<file path="src/rtl/vram_pkg.sv">
// Shared types and default widths for the VRAM arbiter slice.
package vram_pkg;

    localparam int VRAM_ADDRESS_WIDTH = 13;
    localparam int VRAM_DATA_WIDTH    = 8;

    typedef enum logic [1:0] {
        OWNER_NONE  = 2'd0,
        OWNER_VIDEO = 2'd1,
        OWNER_CPU   = 2'd2
    } owner_e;

    typedef enum logic [1:0] {
        IDLE       = 2'd0,
        VIDEO_READ = 2'd1,
        CPU_READ   = 2'd2,
        CPU_WRITE  = 2'd3
    } command_e;

    // Only reads produce return data, so writes and idle slots map to no owner.
    function automatic owner_e command_owner(input command_e command);
        case (command)
            VIDEO_READ: return OWNER_VIDEO;
            CPU_READ:   return OWNER_CPU;
            default:    return OWNER_NONE;
        endcase
    endfunction

endpackage

</file>
<file path="src/rtl/vram_arbiter_if.sv">
// Video fetch, CPU bus and VRAM macro signals seen by the arbiter (slave) and its surroundings (master).
interface vram_arbiter_if
    import vram_pkg::*;
#(
    parameter int ADDRESS_WIDTH = VRAM_ADDRESS_WIDTH,
    parameter int DATA_WIDTH    = VRAM_DATA_WIDTH
);
    logic                     video_request;
    logic [ADDRESS_WIDTH-1:0] video_address;
    logic [DATA_WIDTH-1:0]    video_data;
    logic                     video_data_valid;

    logic                     cpu_valid;
    logic                     cpu_ready;
    logic                     cpu_write;
    logic [ADDRESS_WIDTH-1:0] cpu_address;
    logic [DATA_WIDTH-1:0]    cpu_write_data;
    logic [DATA_WIDTH-1:0]    cpu_read_data;
    logic                     cpu_read_valid;

    logic                     ram_enable;
    logic                     ram_write;
    logic [ADDRESS_WIDTH-1:0] ram_address;
    logic [DATA_WIDTH-1:0]    ram_write_data;
    logic [DATA_WIDTH-1:0]    ram_read_data;

    modport slave (
        input  video_request, video_address,
        input  cpu_valid, cpu_write, cpu_address, cpu_write_data,
        input  ram_read_data,
        output video_data, video_data_valid,
        output cpu_ready, cpu_read_data, cpu_read_valid,
        output ram_enable, ram_write, ram_address, ram_write_data
    );

    modport master (
        output video_request, video_address,
        output cpu_valid, cpu_write, cpu_address, cpu_write_data,
        output ram_read_data,
        input  video_data, video_data_valid,
        input  cpu_ready, cpu_read_data, cpu_read_valid,
        input  ram_enable, ram_write, ram_address, ram_write_data
    );

endinterface

</file>
<file path="src/rtl/vram_write_buffer.sv">
// One-entry posted CPU write holding register; only used when VRAM_ARBITER_WRITE_BUFFER_EN is defined.
module vram_write_buffer
    import vram_pkg::*;
#(
    parameter int ADDRESS_WIDTH = VRAM_ADDRESS_WIDTH,
    parameter int DATA_WIDTH    = VRAM_DATA_WIDTH
) (
    input  logic                     clock,
    input  logic                     reset_n,
    input  logic                     push_i,
    input  logic [ADDRESS_WIDTH-1:0] push_address_i,
    input  logic [DATA_WIDTH-1:0]    push_data_i,
    input  logic                     drain_i,
    output logic                     full_o,
    output logic [ADDRESS_WIDTH-1:0] address_o,
    output logic [DATA_WIDTH-1:0]    data_o
);
    logic                     valid_q, valid_d;
    logic [ADDRESS_WIDTH-1:0] address_q, address_d;
    logic [DATA_WIDTH-1:0]    data_q, data_d;

    always_ff @(posedge clock or negedge reset_n) begin
        if (!reset_n) begin
            valid_q   <= 1'b0;
            address_q <= '0;
            data_q    <= '0;
        end else begin
            valid_q   <= valid_d;
            address_q <= address_d;
            data_q    <= data_d;
        end
    end

    always_comb begin
        valid_d   = valid_q;
        address_d = address_q;
        data_d    = data_q;
        if (drain_i) begin
            valid_d = 1'b0;
        end
        if (push_i) begin
            valid_d   = 1'b1;
            address_d = push_address_i;
            data_d    = push_data_i;
        end
    end

    assign full_o    = valid_q;
    assign address_o = address_q;
    assign data_o    = data_q;

endmodule

</file>
<file path="src/rtl/vram_arbiter.sv">
// VRAM arbiter: video fetch has absolute priority and fixed 2-cycle latency, the CPU uses idle slots.
// Define VRAM_ARBITER_WRITE_BUFFER_EN to add a one-entry posted CPU write buffer.
module vram_arbiter
    import vram_pkg::*;
#(
    parameter int ADDRESS_WIDTH = VRAM_ADDRESS_WIDTH,
    parameter int DATA_WIDTH    = VRAM_DATA_WIDTH
) (
    input  logic          clock,
    input  logic          reset_n,
    vram_arbiter_if.slave bus
);
    command_e                 command_q, command_d;
    owner_e                   owner_q, owner_d;
    logic [ADDRESS_WIDTH-1:0] address_q, address_d;
    logic [DATA_WIDTH-1:0]    write_data_q, write_data_d;
    logic [DATA_WIDTH-1:0]    video_hold_q, video_hold_d;
    logic [DATA_WIDTH-1:0]    cpu_hold_q, cpu_hold_d;
    logic                     read_pending_q, read_pending_d;
    logic                     video_return;
    logic                     cpu_return;
    logic                     cpu_ready;
    logic                     cpu_accept;

    assign video_return = (owner_q == OWNER_VIDEO);
    assign cpu_return   = (owner_q == OWNER_CPU);

`ifdef VRAM_ARBITER_WRITE_BUFFER_EN
    logic                     buffer_full;
    logic                     buffer_push;
    logic                     buffer_drain;
    logic [ADDRESS_WIDTH-1:0] buffer_address;
    logic [DATA_WIDTH-1:0]    buffer_data;

    vram_write_buffer #(
        .ADDRESS_WIDTH(ADDRESS_WIDTH),
        .DATA_WIDTH   (DATA_WIDTH)
    ) u_write_buffer (
        .clock         (clock),
        .reset_n       (reset_n),
        .push_i        (buffer_push),
        .push_address_i(bus.cpu_address),
        .push_data_i   (bus.cpu_write_data),
        .drain_i       (buffer_drain),
        .full_o        (buffer_full),
        .address_o     (buffer_address),
        .data_o        (buffer_data)
    );

    // Reads wait for an occupied buffer so they can never overtake a posted write.
    assign cpu_ready = reset_n && !read_pending_q && !buffer_full
                       && (bus.cpu_write || !bus.video_request);
`else
    assign cpu_ready = reset_n && !bus.video_request && !read_pending_q;
`endif

    assign cpu_accept = bus.cpu_valid && cpu_ready;

    always_ff @(posedge clock or negedge reset_n) begin
        if (!reset_n) begin
            command_q      <= IDLE;
            owner_q        <= OWNER_NONE;
            address_q      <= '0;
            write_data_q   <= '0;
            video_hold_q   <= '0;
            cpu_hold_q     <= '0;
            read_pending_q <= 1'b0;
        end else begin
            command_q      <= command_d;
            owner_q        <= owner_d;
            address_q      <= address_d;
            write_data_q   <= write_data_d;
            video_hold_q   <= video_hold_d;
            cpu_hold_q     <= cpu_hold_d;
            read_pending_q <= read_pending_d;
        end
    end

    // The pending read clears in the cycle its data returns, so the next CPU grant lands one cycle later.
    always_comb begin
        command_d      = IDLE;
        address_d      = address_q;
        write_data_d   = write_data_q;
        read_pending_d = read_pending_q && !cpu_return;
`ifdef VRAM_ARBITER_WRITE_BUFFER_EN
        buffer_push    = 1'b0;
        buffer_drain   = 1'b0;
`endif
        if (bus.video_request) begin
            command_d = VIDEO_READ;
            address_d = bus.video_address;
`ifdef VRAM_ARBITER_WRITE_BUFFER_EN
            buffer_push = cpu_accept;
        end else if (buffer_full) begin
            command_d    = CPU_WRITE;
            address_d    = buffer_address;
            write_data_d = buffer_data;
            buffer_drain = 1'b1;
`endif
        end else if (cpu_accept) begin
            address_d = bus.cpu_address;
            if (bus.cpu_write) begin
                command_d    = CPU_WRITE;
                write_data_d = bus.cpu_write_data;
            end else begin
                command_d      = CPU_READ;
                read_pending_d = 1'b1;
            end
        end
    end

    assign owner_d      = command_owner(command_q);
    assign video_hold_d = video_return ? bus.ram_read_data : video_hold_q;
    assign cpu_hold_d   = cpu_return ? bus.ram_read_data : cpu_hold_q;

    assign bus.ram_enable       = (command_q != IDLE);
    assign bus.ram_write        = (command_q == CPU_WRITE);
    assign bus.ram_address      = address_q;
    assign bus.ram_write_data   = write_data_q;
    assign bus.video_data_valid = video_return;
    assign bus.video_data       = video_hold_d;
    assign bus.cpu_read_valid   = cpu_return;
    assign bus.cpu_read_data    = cpu_hold_d;
    assign bus.cpu_ready        = cpu_ready;

endmodule

</file>
<file path="src/flat_wrapper.sv">
// flat-port wrapper written by rule: the top's interface ports become plain ports
module vram_arbiter_flat import vram_pkg::*;
#(
    parameter int ADDRESS_WIDTH = VRAM_ADDRESS_WIDTH,
    parameter int DATA_WIDTH    = VRAM_DATA_WIDTH
)
  (clock, reset_n, bus_video_request, bus_video_address, bus_cpu_valid, bus_cpu_write, bus_cpu_address, bus_cpu_write_data, bus_ram_read_data, bus_video_data, bus_video_data_valid, bus_cpu_ready, bus_cpu_read_data, bus_cpu_read_valid, bus_ram_enable, bus_ram_write, bus_ram_address, bus_ram_write_data);
  vram_arbiter_if #(.ADDRESS_WIDTH(ADDRESS_WIDTH), .DATA_WIDTH(DATA_WIDTH)) bus_i ();
  input  logic clock;
  input  logic reset_n;
  input wire logic [$bits(bus_i.video_request)-1:0] bus_video_request;
  input wire logic [$bits(bus_i.video_address)-1:0] bus_video_address;
  input wire logic [$bits(bus_i.cpu_valid)-1:0] bus_cpu_valid;
  input wire logic [$bits(bus_i.cpu_write)-1:0] bus_cpu_write;
  input wire logic [$bits(bus_i.cpu_address)-1:0] bus_cpu_address;
  input wire logic [$bits(bus_i.cpu_write_data)-1:0] bus_cpu_write_data;
  input wire logic [$bits(bus_i.ram_read_data)-1:0] bus_ram_read_data;
  output wire logic [$bits(bus_i.video_data)-1:0] bus_video_data;
  output wire logic [$bits(bus_i.video_data_valid)-1:0] bus_video_data_valid;
  output wire logic [$bits(bus_i.cpu_ready)-1:0] bus_cpu_ready;
  output wire logic [$bits(bus_i.cpu_read_data)-1:0] bus_cpu_read_data;
  output wire logic [$bits(bus_i.cpu_read_valid)-1:0] bus_cpu_read_valid;
  output wire logic [$bits(bus_i.ram_enable)-1:0] bus_ram_enable;
  output wire logic [$bits(bus_i.ram_write)-1:0] bus_ram_write;
  output wire logic [$bits(bus_i.ram_address)-1:0] bus_ram_address;
  output wire logic [$bits(bus_i.ram_write_data)-1:0] bus_ram_write_data;
  assign bus_i.video_request = bus_video_request;
  assign bus_i.video_address = bus_video_address;
  assign bus_i.cpu_valid = bus_cpu_valid;
  assign bus_i.cpu_write = bus_cpu_write;
  assign bus_i.cpu_address = bus_cpu_address;
  assign bus_i.cpu_write_data = bus_cpu_write_data;
  assign bus_i.ram_read_data = bus_ram_read_data;
  assign bus_video_data = bus_i.video_data;
  assign bus_video_data_valid = bus_i.video_data_valid;
  assign bus_cpu_ready = bus_i.cpu_ready;
  assign bus_cpu_read_data = bus_i.cpu_read_data;
  assign bus_cpu_read_valid = bus_i.cpu_read_valid;
  assign bus_ram_enable = bus_i.ram_enable;
  assign bus_ram_write = bus_i.ram_write;
  assign bus_ram_address = bus_i.ram_address;
  assign bus_ram_write_data = bus_i.ram_write_data;
  vram_arbiter #(.ADDRESS_WIDTH(ADDRESS_WIDTH), .DATA_WIDTH(DATA_WIDTH)) u_core (.clock(clock), .reset_n(reset_n), .bus(bus_i));
endmodule
</file>
<file path="config.mk">
export PLATFORM = sky130hd
export DESIGN_NAME = vram_arbiter_flat
export DESIGN_NICKNAME = d
export VERILOG_FILES = /design/src/rtl/vram_pkg.sv /design/src/rtl/vram_arbiter_if.sv /design/src/rtl/vram_write_buffer.sv /design/src/rtl/vram_arbiter.sv /design/src/flat_wrapper.sv
export SDC_FILE = /design/constraint.sdc
export NUM_CORES = 1
export LEC_CHECK = 0
export CAP_MARGIN = 20
export CORE_MARGIN = 5
export CORE_UTILIZATION = 41
export CTS_BUF_LIST = sky130_fd_sc_hd__clkbuf_4
export DETAILED_ROUTE_END_ITERATION = 8
export GPL_ROUTABILITY_DRIVEN = 0
export PLACE_DENSITY = 0.8
export SETUP_SLACK_MARGIN = 0.1
export SYNTH_ARGS = -nofsm -noshare
export SYNTH_HDL_FRONTEND = slang
export SYNTH_SLANG_ARGS = --single-unit
export TNS_END_PERCENT = 30
</file>
<file path="constraint.sdc">
create_clock -name clock -period 2 [get_ports clock]
set_clock_uncertainty 0.05 [all_clocks]
set_input_delay 0.4 -clock clock [delete_from_list [all_inputs] [get_ports clock]]
set_output_delay 0.4 -clock clock [all_outputs]
set_load 0.005 [all_outputs]
</file>
==> results.rst, run 1 <==
.. list-table::
   :header-rows: 1

   * - Metric
     - Value
   * - Count of endpoints failing hold in the final timing report
     - 0
   * - TritonCTS buffer count
     - 5
   * - Post-Layout Inst Area
     - approximately 3000 um^2
   * - Tmin final
     - 2.08 ns
   * - Actual slew at the worst max-slew pin
     - slightly above 0.3 ns
   * - Worst Path Max Fanout
     - 5
   * - Reg clk slew, reported paths
     - 0.12 ns
   * - Number of remaining DRC errors
     - 0
   * - Max VDD drop
     - 0.380 mV
   * - Critical register-to-register path startpoint
     - u_core.read_pending_q
   * - Leakage power of the design
     - 1.42 nW
   * - Number of failing setup endpoints in the final timing report
     - 11
   * - Buffers plus inverters on the worst setup path
     - 3
   * - Placeable core area
     - 4320 um^2
   * - Portion of the post-synthesis area used by sequential elements
     - 0.582
   * - Synthesis Warnings
     - 0
   * - Synthesized area
     - 1810 um^2
   * - Skew-Pair Late Insertion Delay
     - 0.34 ns
   * - # IOs
     - 89
   * - Number of global-route vias before repair
     - 1580
   * - Run status
     - finished, violations left
   * - Largest cells by area after synthesis
     - sky130_fd_sc_hd__dfrtp_1 58%, sky130_fd_sc_hd__mux2_2 26%, sky130_fd_sc_hd__mux2_4 6.7%
   * - Layout cell share with drive strength beyond 1
     - 0.462
   * - Post-route total power
     - 1.90 mW
   * - Number of routed nets with antenna violations
     - 0
   * - Setup CP Type
     - flop to output port
   * - Clock tree root driver cell
     - sky130_fd_sc_hd__clkbuf_4
   * - Number of DRC markers in iteration 0
     - 48
   * - Final Net Count
     - approximately 270
   * - CTS tree
     - done
   * - Depth of the CTS H-tree
     - 2
   * - Starting utilization of the core area
     - 0.418
   * - Max-Cap Viols
     - 0
   * - Growth of design area from synthesis to finish
     - 68.8%
   * - Count of pins over their slew limit
     - 0
   * - Yosys reg bits
     - 42
   * - Slowest Stage Delay on Critical Path
     - approximately 0.46 ns
   * - Crit path launch type
     - flop
   * - Final worst setup slack
     - -0.0820 ns
   * - Net count of the mapped netlist
     - 160
   * - Timing startpoint of the critical path
     - u_core.owner_q[1]
   * - Wire length of the first global-routing pass
     - 7.50 mm
   * - Die W
     - between 70 and 80 um
   * - Number of distinct library cells after synthesis
     - 17
   * - Antenna violations before repair
     - 0
   * - Area of the die
     - 5830 um^2
   * - Part of the cycle the worst path needs
     - 1.04
   * - Arrival time at the worst endpoint
     - about 1.6 ns
   * - Total power divided by cell area
     - 622 nW/um^2
   * - Kind of capture point of the worst setup path
     - output port
   * - Global-route usage over all layers
     - 0.160
   * - FP Rows
     - 24
   * - Portion of synthesized cell area occupied by the leading cell type
     - 0.582
   * - DRT Pass-1 Iters
     - 4
   * - Synth area leader
     - sky130_fd_sc_hd__dfrtp_1
   * - Cell breakdown of the critical path
     - nor2b_4 > buf_6 > buf_6 > mux2_4 > buf_6
   * - Per-instance average area after synthesis
     - around 16 um^2
   * - Largest net degree at the start of global routing
     - 25
   * - Number of antenna cells inserted
     - 0
   * - Cell family with most CP delay
     - flip-flops
   * - Maximum clock frequency
     - roughly 480 MHz
   * - Placed cell areas
     - 2770 um^2
   * - Vias
     - around 1300
   * - Half-perimeter wire length after placement
     - between 3 and 4 mm
   * - Via-per-instance ratio
     - 4.72
   * - Unrepaired setup endpoints after global routing
     - true
   * - Global route overflow
     - 0
   * - Drt wl/cell
     - between 15 and 20 um
   * - Violations in the final reports
     - negative setup slack
   * - Critical path required time
     - 1.55 ns
   * - Die Y-Extent
     - 76.4 um
   * - Filler cell count
     - 305
   * - Cell count after synthesis
     - 113
   * - Slowest library cell on the worst path
     - sky130_fd_sc_hd__dfrtp_1
   * - Worst path most repeated cell
     - sky130_fd_sc_hd__buf_6
   * - Num Clock Sinks
     - 42
   * - Type of the tightest min-delay check
     - flop to flop
   * - Hold path start
     - u_core.command_q[1]
   * - Routed wire length
     - 4.56 mm
   * - Maximum buffer depth of the clock tree
     - 2
   * - Worst slew slack as a fraction of its limit
     - 0.797
   * - PortBufs
     - slightly below 90
[timing repair]
action / CTS / global route
endpoints found under the setup margin: 20 / 20
hold endpoints to repair: 37 / 0
gates cloned: 1 / 0
setup buffers: 11 / 1
gates resized for setup: 91 / 21
hold buffers: 1 / 0
[worst paths after layout]
path	endpoint	slack (ns)	cells after the start
max in group asynchronous	u_core.video_hold_q[0]	1.10	3
worst min register to register	u_core.owner_q[0]	0.42	1
worst max-delay path	bus_video_data[7]	-0.08	5
min in group asynchronous	u_core.read_pending_q	0.55	3
worst max register to register	u_core.bus.ram_write_data[2]	0.48	4
worst min-delay path	u_core.owner_q[0]	0.42	1
[Yosys cell counts]
cell type and instances:
sky130_fd_sc_hd__nor3b_4 1, sky130_fd_sc_hd__and2_1 1, sky130_fd_sc_hd__a31oi_2 1, sky130_fd_sc_hd__inv_1 3, sky130_fd_sc_hd__o22ai_1 1, sky130_fd_sc_hd__and3_4 1
sky130_fd_sc_hd__buf_2 3, sky130_fd_sc_hd__nor2b_1 3, sky130_fd_sc_hd__nand2_1 1, sky130_fd_sc_hd__buf_12 1, sky130_fd_sc_hd__mux2_4 8, sky130_fd_sc_hd__dfrtp_1 42
sky130_fd_sc_hd__or2_2 2, sky130_fd_sc_hd__buf_4 1, sky130_fd_sc_hd__buf_6 1, sky130_fd_sc_hd__mux2_2 42, sky130_fd_sc_hd__nand2b_1 1
[kinds of logic after synthesis]
group,after synthesis,synth area share
AO/OA/AOI/OAI,2,0.0104
buffers and inverters,9,0.0360
flip-flops,42,0.582
multiplexers,50,0.328
AND/OR/NAND/NOR,10,0.0430
[cell usage in the layout, fill, tap and decap left out, drive strengths merged, types with 2 or more instances in the layout]
cell           Yosys  layout
clkdlybuf4s50      0      66
mux2              50      50
dfrtp             42      42
buf                6      37
clkbuf             0       9
inv                3       3
nor2b              3       3
or2                2       2
dlygate4sd2        0       2
clkinv             0       2
[stage by stage]
| step | hold WS (ns) | TNS (ns) | instances | utilization | worst slack [ns] |
|---|---|---|---|---|---|
| 5_1_grt | 0.463 | -1.35 | 277 | 0.705 | -0.155 |
| 2_1_floorplan | 0.0544 | 0 | 113 | - | 0.462 |
| 4_1_cts | 0.428 | -0.971 | 276 | 0.694 | -0.127 |
| 6_report | 0.418 | -0.347 | 277 | 0.705 | -0.0820 |
| 3_3_place_gp | 0.348 | -0.0771 | 255 | 0.639 | -0.0443 |
| 3_5_place_dp | 0.362 | -0.223 | 255 | 0.639 | -0.0487 |
[registers in the layout (all words and copies together) (netlist names)]
| name | count |
|---|---|
| u_core.command_q | 2 |
| u_core.bus.ram_write_data | 8 |
| u_core.video_hold_q | 8 |
| u_core.owner_q | 2 |
| u_core.cpu_hold_q | 8 |
| u_core.bus.ram_address | 13 |
| u_core.read_pending_q | 1 |
[layer usage]
metal	GRT usage	wire [um]	up-vias
li1	-	-	615
met1	0.182	1680	631
met2	0.267	2360	54
met5	0	0	-
met3	0.0591	443	7
met4	0.0682	73	0
[area by class of cell]
cell class,instances,area [um^2],area share
clock inverters,2,8.76,0.00287
flip-flops and latches,42,1050,0.345
inverters,3,11.3,0.00369
multi-input cells,62,762,0.250
well taps,52,65.1,0.0213
clock buffers,6,45.0,0.0148
repair buffers,110,1100,0.362
[where the power goes]
part	switching [mW]	internal [mW]
sequential	0.0429	0.934
combinational	0.150	0.363
clock	0.260	0.146
Power figures use the tool's default switching activity.
==> run 2, diff against run 1 <==
--- a/config.mk
+++ b/config.mk
@@ -6,11 +6,11 @@
 export NUM_CORES = 1
 export LEC_CHECK = 0
 export CAP_MARGIN = 20
-export CORE_MARGIN = 5
 export CORE_UTILIZATION = 41
 export CTS_BUF_LIST = sky130_fd_sc_hd__clkbuf_4
 export DETAILED_ROUTE_END_ITERATION = 8
 export GPL_ROUTABILITY_DRIVEN = 0
+export GPL_TIMING_DRIVEN = 0
 export PLACE_DENSITY = 0.8
 export SETUP_SLACK_MARGIN = 0.1
 export SYNTH_ARGS = -nofsm -noshare
==> run 2 against run 1 <==
The flow still finishes with violations (negative setup slack). Clock power is 1% higher. Final area down 0.45%. Via count is 1.1% higher. Sequential power barely moved. Wire length barely moved. First-iteration DRC count shrank 60%. Non-clock buffer count unchanged. Die area fell by 20%. Maximum frequency grew 1.0%. Final cell count decreased by 0.72%. Largest cell class unchanged.
==> results.rst, run 2 (synthesis results as in run 1) <==
.. list-table::
   :header-rows: 1

   * - Metric
     - Value
   * - Run status
     - finished, violations left
   * - Violations in the final reports
     - negative setup slack
   * - Flip-flop count of the largest register after layout
     - 13
   * - Slowest library cell on the worst path
     - sky130_fd_sc_hd__dfrtp_1
   * - Num Clock Sinks
     - 42
   * - Count of endpoints failing hold in the final timing report
     - 0
   * - Endpoint of the worst hold path
     - u_core.command_q[1]
   * - Leakage power of the design
     - ~1.4 nW
   * - Number of antenna cells inserted
     - 0
   * - Placeable core area
     - roughly 4100 um^2
   * - Skew-Pair Late Insertion Delay
     - 0.35 ns
   * - Pre-CTS setup slack
     - -0.249 ns
   * - Total negative slack
     - -0.291 ns
   * - Post-Layout Inst Area
     - 3030 um^2
   * - Final-layout worst hold slack
     - 0.315 ns
   * - Hold path start
     - bus_video_request
   * - Placed cell areas
     - approximately 2800 um^2
   * - Fraction of met3 tracks used by global routing
     - 0.0867
   * - Die W
     - 68.4 um
   * - Unrepaired setup endpoints after global routing
     - true
   * - Top Usage Layer GRT
     - met2
   * - Worst reg2reg setup slack
     - ~0.47 ns
   * - Number of global-route vias before repair
     - roughly 1500
   * - Worst slew slack as a fraction of its limit
     - 0.566
   * - TritonCTS buffer count
     - 5
   * - Final core utilization
     - 0.737
   * - Critical path required time
     - 1.55 ns
   * - Starting utilization of the core area
     - 0.439
   * - Die Y-Extent
     - 68.4 um
   * - Number of cells after detailed placement
     - between 200 and 300
   * - Largest net degree at the start of global routing
     - 16
   * - PortBufs
     - 87
   * - CP Depth
     - 5
   * - Count of pins over their slew limit
     - 0
   * - Via-per-instance ratio
     - between 4 and 5
   * - Number of standard cells in the layout, taps in and fillers out
     - ~280
   * - Critical register-to-register path startpoint
     - u_core.read_pending_q
   * - Cell breakdown of the critical path
     - nor2b_4 > buf_6 > buf_6 > mux2_4 > buf_6
   * - Hold Path Stages
     - 4
   * - Growth of design area from synthesis to finish
     - 68.1%
   * - Depth of the CTS H-tree
     - 2
   * - Post-route total power
     - 1.90 mW
   * - Drt wl/cell
     - 16.6 um
   * - Number of routed nets with antenna violations
     - 0
   * - Crit path launch type
     - flop
   * - Routed wire length
     - 4.56 mm
   * - DRT Pass-1 Iters
     - 4
   * - Part of the cycle the worst path needs
     - 1.03
   * - Reg2reg end
     - u_core.bus.ram_address[1]
   * - Area of the die
     - 4670 um^2
   * - Vias
     - between 1000 and 1500
   * - Layout cell share with drive strength beyond 1
     - 0.449
   * - Clock tree root driver cell
     - sky130_fd_sc_hd__clkbuf_4
   * - Worst Path Max Fanout
     - 5
   * - Number of remaining DRC errors
     - 0
   * - Maximum buffer depth of the clock tree
     - 2
   * - Arrival time at the worst endpoint
     - 1.61 ns
   * - Type of the tightest min-delay check
     - primary input to flop
   * - Final worst setup slack
     - -0.0605 ns
   * - FP Rows
     - 23
   * - Worst path most repeated cell
     - sky130_fd_sc_hd__buf_6
   * - Tmin final
     - 2.06 ns
   * - # IOs
     - 89
   * - Cell family with most CP delay
     - flip-flops
   * - Max-Cap Viols
     - 0
   * - Wire length of the first global-routing pass
     - 6.81 mm
   * - Global-route usage over all layers
     - 0.209
   * - Reg clk slew, reported paths
     - 0.11 ns
   * - Met1 layer usage reported by global route
     - 0.212
   * - Global route overflow
     - 0
   * - Kind of capture point of the worst setup path
     - output port
   * - Number of failing setup endpoints in the final timing report
     - 10
   * - Max VDD drop
     - 0.457 mV
   * - Maximum clock frequency
     - roughly 490 MHz
   * - Worst-case reg-to-reg path depth
     - 4
   * - CTS tree
     - done
   * - Total power divided by cell area
     - 627 nW/um^2
   * - Most frequent standard cell in the layout excluding fill and tap cells
     - sky130_fd_sc_hd__clkdlybuf4s50_1
   * - GR met2 Demand/Resource
     - 0.386
   * - Slowest Stage Delay on Critical Path
     - 0.43 ns
   * - Setup CP Type
     - flop to output port
   * - Number of DRC markers in iteration 0
     - 19
   * - Half-perimeter wire length after placement
     - 3.08 mm
   * - Final Net Count
     - approximately 270
   * - Antenna violations before repair
     - 0
   * - Buffers plus inverters on the worst setup path
     - 3
   * - Actual slew at the worst max-slew pin
     - ~0.65 ns
   * - Highest-count cells in the layout ignoring fill and taps
     - 65 x sky130_fd_sc_hd__clkdlybuf4s50_1, 42 x sky130_fd_sc_hd__dfrtp_1, 30 x sky130_fd_sc_hd__mux2_2, 20 x sky130_fd_sc_hd__buf_6, 20 x sky130_fd_sc_hd__mux2_4
run 2: changes by cell type in the layout (fill, tap and decap cells not counted), sizes merged:
cell,change
dlygate4sd2,+1
dlygate4sd3,+2
buf,-6
clkdlybuf4s15,+1
clkbuf,+2
clkdlybuf4s50,-1
bufbuf,+1
run 2: power by group:
group          total (mW)  internal, mW  switching (mW)  leakage [nW]
clock network       0.411         0.146           0.265        0.0331
logic               0.516         0.367           0.149         0.872
registers           0.976         0.934          0.0426         0.508
total                1.90          1.45           0.457          1.41
run 2: how the worst max path moves through the flow:
stage                 startpoint                           end
5_1_grt        u_core.owner_q[1]             bus_video_data[6]
3_5_place_dp             reset_n                 bus_cpu_ready
2_1_floorplan  bus_video_request  u_core.bus.ram_write_data[0]
6_report       u_core.owner_q[1]             bus_video_data[6]
3_3_place_gp             reset_n                 bus_cpu_ready
4_1_cts        u_core.owner_q[0]          bus_cpu_read_data[2]
run 2: final cells by class:
class | instances | area, um^2
Sequential cell | 42 | 1050
Fill cell | 270 | 1080
Timing Repair Buffer | 104 | 1050
Multi-Input combinational cell | 62 | 742
Inverter | 3 | 11.3
Clock inverter | 2 | 8.76
Clock buffer | 6 | 45.0
Tap cell | 50 | 62.6
Buffer | 6 | 66.3
run 2: routing by layer:
metal | part of all wire | vias to the layer above | routed length [um]
met5 | 0 | - | 0
met4 | 0.010 | 0 | 47
met3 | 0.091 | 5 | 413
met2 | 0.53 | 63 | 2390
met1 | 0.37 | 638 | 1700
li1 | - | 616 | -
run 2: tightest hold or removal path, delay by kind of cell:
family	cells	cell delay (ns)
buffers and inverters	2	0.15
and+or+nand+nor	2	0.13
run 2: timing repair:
action,4_1_cts,5_1_grt
hold buffers,3,0
setup endpoints to repair,20,19
setup buffers,11,0
endpoints found under the hold margin,13,0
gates cloned,2,0
resized for setup,84,18
==> run 3, diff against run 2 <==
--- a/config.mk
+++ b/config.mk
@@ -6,6 +6,7 @@
 export NUM_CORES = 1
 export LEC_CHECK = 0
 export CAP_MARGIN = 20
+export CORE_MARGIN = 4
 export CORE_UTILIZATION = 41
 export CTS_BUF_LIST = sky130_fd_sc_hd__clkbuf_4
 export DETAILED_ROUTE_END_ITERATION = 8
==> constraint.sdc (replaced) <==
create_clock -name clock -period 2 [get_ports clock]
set_clock_uncertainty 0.05 [all_clocks]
set_input_delay 0.5 -clock clock [delete_from_list [all_inputs] [get_ports clock]]
set_output_delay 0.5 -clock clock [all_outputs]
set_load 0.005 [all_outputs]
==> run 3 against run 2 <==
The run still ends with negative setup slack left. Setup slack worse by 0.11 ns. Final area fell by 0.54%. Maximum frequency down 5.0%. Wire length up 5.4%. Hold slack got worse by 0.18 ns. Clock-buffer cell count fell by 1. Critical path type unchanged. Combinational power hardly changed. Register-to-register slack is essentially flat. Highest routed layer unchanged. Sequential power about the same. Power fell by 1.4%.
==> results.rst, run 3 (synthesis results as in run 1) <==
.. list-table::
   :header-rows: 1

   * - Metric
     - Value
   * - Total negative slack
     - -1.50 ns
   * - Routed wire length
     - 4.80 mm
   * - Number of failing setup endpoints in the final timing report
     - 12
   * - Slowest library cell on the worst path
     - sky130_fd_sc_hd__dfrtp_2
   * - Growth of design area from synthesis to finish
     - 67.2%
   * - Slowest Stage Delay on Critical Path
     - around 0.46 ns
   * - Number of antenna cells inserted
     - 0
   * - TritonCTS buffer count
     - 5
   * - Most frequent standard cell in the layout excluding fill and tap cells
     - sky130_fd_sc_hd__clkdlybuf4s50_1
   * - Critical path required time
     - 1.45 ns
   * - Starting utilization of the core area
     - 0.439
   * - Global-route usage over all layers
     - 0.183
   * - Drt wl/cell
     - 17.5 um
   * - Global route overflow
     - 0
   * - Number of routed nets with antenna violations
     - 0
   * - Buffers plus inverters on the worst setup path
     - 3
   * - Half-perimeter wire length after placement
     - 3.27 mm
   * - Run status
     - finished, violations left
   * - Depth of the CTS H-tree
     - 2
   * - Number of remaining DRC errors
     - 0
   * - Worst slew slack as a fraction of its limit
     - 0.538
   * - Final worst setup slack
     - -0.170 ns
   * - Area of the die
     - 5530 um^2
   * - Skew-Pair Late Insertion Delay
     - 0.35 ns
   * - Number of DRC markers in iteration 0
     - between 40 and 50
   * - Final Net Count
     - 271
   * - Count of endpoints failing hold in the final timing report
     - 0
   * - Reg clk slew, reported paths
     - 0.12 ns
   * - Timing startpoint of the critical path
     - u_core.owner_q[1]
   * - Flip-flop count of the largest register after layout
     - 13
   * - Critical register-to-register path startpoint
     - u_core.read_pending_q
   * - Count of pins over their slew limit
     - 0
   * - Cell family with most CP delay
     - flip-flops
   * - Largest net degree at the start of global routing
     - 18
   * - Leakage power of the design
     - 1.41 nW
   * - Part of the cycle the worst path needs
     - 1.08
   * - Placeable core area
     - 4120 um^2
   * - Clock tree root driver cell
     - sky130_fd_sc_hd__clkbuf_4
   * - Placed cell areas
     - approximately 2800 um^2
   * - Via-per-instance ratio
     - 4.89
   * - Cell breakdown of the critical path
     - nor2b_4 > buf_6 > buf_6 > mux2_4 > buf_6
   * - Layout cell share with drive strength beyond 1
     - 0.469
   * - # IOs
     - 89
   * - CTS tree
     - done
   * - Max-Cap Viols
     - 0
   * - Pre-CTS setup slack
     - -0.405 ns
   * - DRT Pass-1 Iters
     - 3
   * - Maximum buffer depth of the clock tree
     - 2
   * - Vias
     - around 1300
   * - Actual slew at the worst max-slew pin
     - 0.691 ns
   * - Highest-count cells in the layout ignoring fill and taps
     - 64 x sky130_fd_sc_hd__clkdlybuf4s50_1, 41 x sky130_fd_sc_hd__dfrtp_1, 30 x sky130_fd_sc_hd__mux2_2, 20 x sky130_fd_sc_hd__mux2_4, 19 x sky130_fd_sc_hd__buf_6
   * - Antenna violations before repair
     - 0
   * - Final-layout worst hold slack
     - around 0.13 ns
   * - Maximum clock frequency
     - between 400 and 500 MHz
   * - FP Rows
     - 23
   * - Num Clock Sinks
     - 42
   * - Setup CP Type
     - flop to output port
   * - PortBufs
     - between 80 and 90
   * - Unrepaired setup endpoints after global routing
     - true
   * - Worst path most repeated cell
     - sky130_fd_sc_hd__buf_6
   * - Tmin final
     - around 2.2 ns
   * - Max VDD drop
     - 0.427 mV
   * - Die W
     - 74.4 um
   * - Crit path launch type
     - flop
   * - Worst Path Max Fanout
     - 5
   * - Die Y-Extent
     - 74.4 um
   * - Post-Layout Inst Area
     - 3020 um^2
   * - Type of the tightest min-delay check
     - primary input to asynchronous set/reset pin
   * - Wire length of the first global-routing pass
     - between 7 and 8 mm
   * - Number of global-route vias before repair
     - 1571
   * - Kind of capture point of the worst setup path
     - output port
   * - Total power divided by cell area
     - 622 nW/um^2
   * - Post-route total power
     - between 1.5 and 2 mW
   * - Arrival time at the worst endpoint
     - ~1.6 ns
   * - Violations in the final reports
     - negative setup slack
==> run 3: final timing paths <==
kind	cells after the start	slack, ns	end
min reg2reg	1	0.42	u_core.owner_q[0]
max reg2reg	4	0.47	u_core.bus.ram_address[12]
min in group clock	1	0.42	u_core.owner_q[0]
max in group asynchronous	3	0.63	u_core.owner_q[1]
min	2	0.13	u_core.bus.ram_write_data[5]
max	5	-0.17	bus_video_data[5]
==> run 3: metrics by stage <==
stage               utilization  cells
floorplan                     -    113
global placement          0.666    250
detailed placement        0.669    251
CTS                       0.734    274
global route              0.733    274
finish                    0.733    274
==> run 3: final cells by class <==
class,count,area (um^2)
multi-input combinational,62,749
sequential,42,1050
inverter,3,11.3
fill,261,1100
clock buffer,5,37.5
clock inverter,2,10.0
tap,50,62.6
timing repair buffer,104,1030
buffer,6,66.3
==> run 3: worst register-to-register path: cells and delay by family (launching register included) <==
| kind | cells | cell delay (ns) |
|---|---|---|
| flops | 1 | 0.42 |
| compound gates | 1 | 0.28 |
| buf+inv | 2 | 0.33 |
| mux | 1 | 0.36 |
==> run 3: power by group <==
| part | switching (mW) | internal (mW) | leakage [nW] |
|---|---|---|---|
| sequential | 0.0433 | 0.934 | 0.506 |
| combinational | 0.152 | 0.362 | 0.873 |
| clock | 0.259 | 0.127 | 0.0308 |
==> run 3: metal layers <==
| layer | vias to the layer above | share of wire | GRT usage |
|---|---|---|---|
| li1 | 614 | - | - |
| met3 | 9 | 0.11 | 0.0811 |
| met4 | 0 | 0.015 | 0.0534 |
| met2 | 67 | 0.51 | 0.335 |
| met5 | - | 0 | 0 |
| met1 | 650 | 0.37 | 0.187 |
==> run 3: repair_timing <==
action	CTS	global route
hold buffers	2	0
buffers inserted	11	0
pin swaps	0	0
gates cloned	3	0
hold endpoints to repair	9	0
endpoints found under the setup margin	21	20
resized for setup	88	20
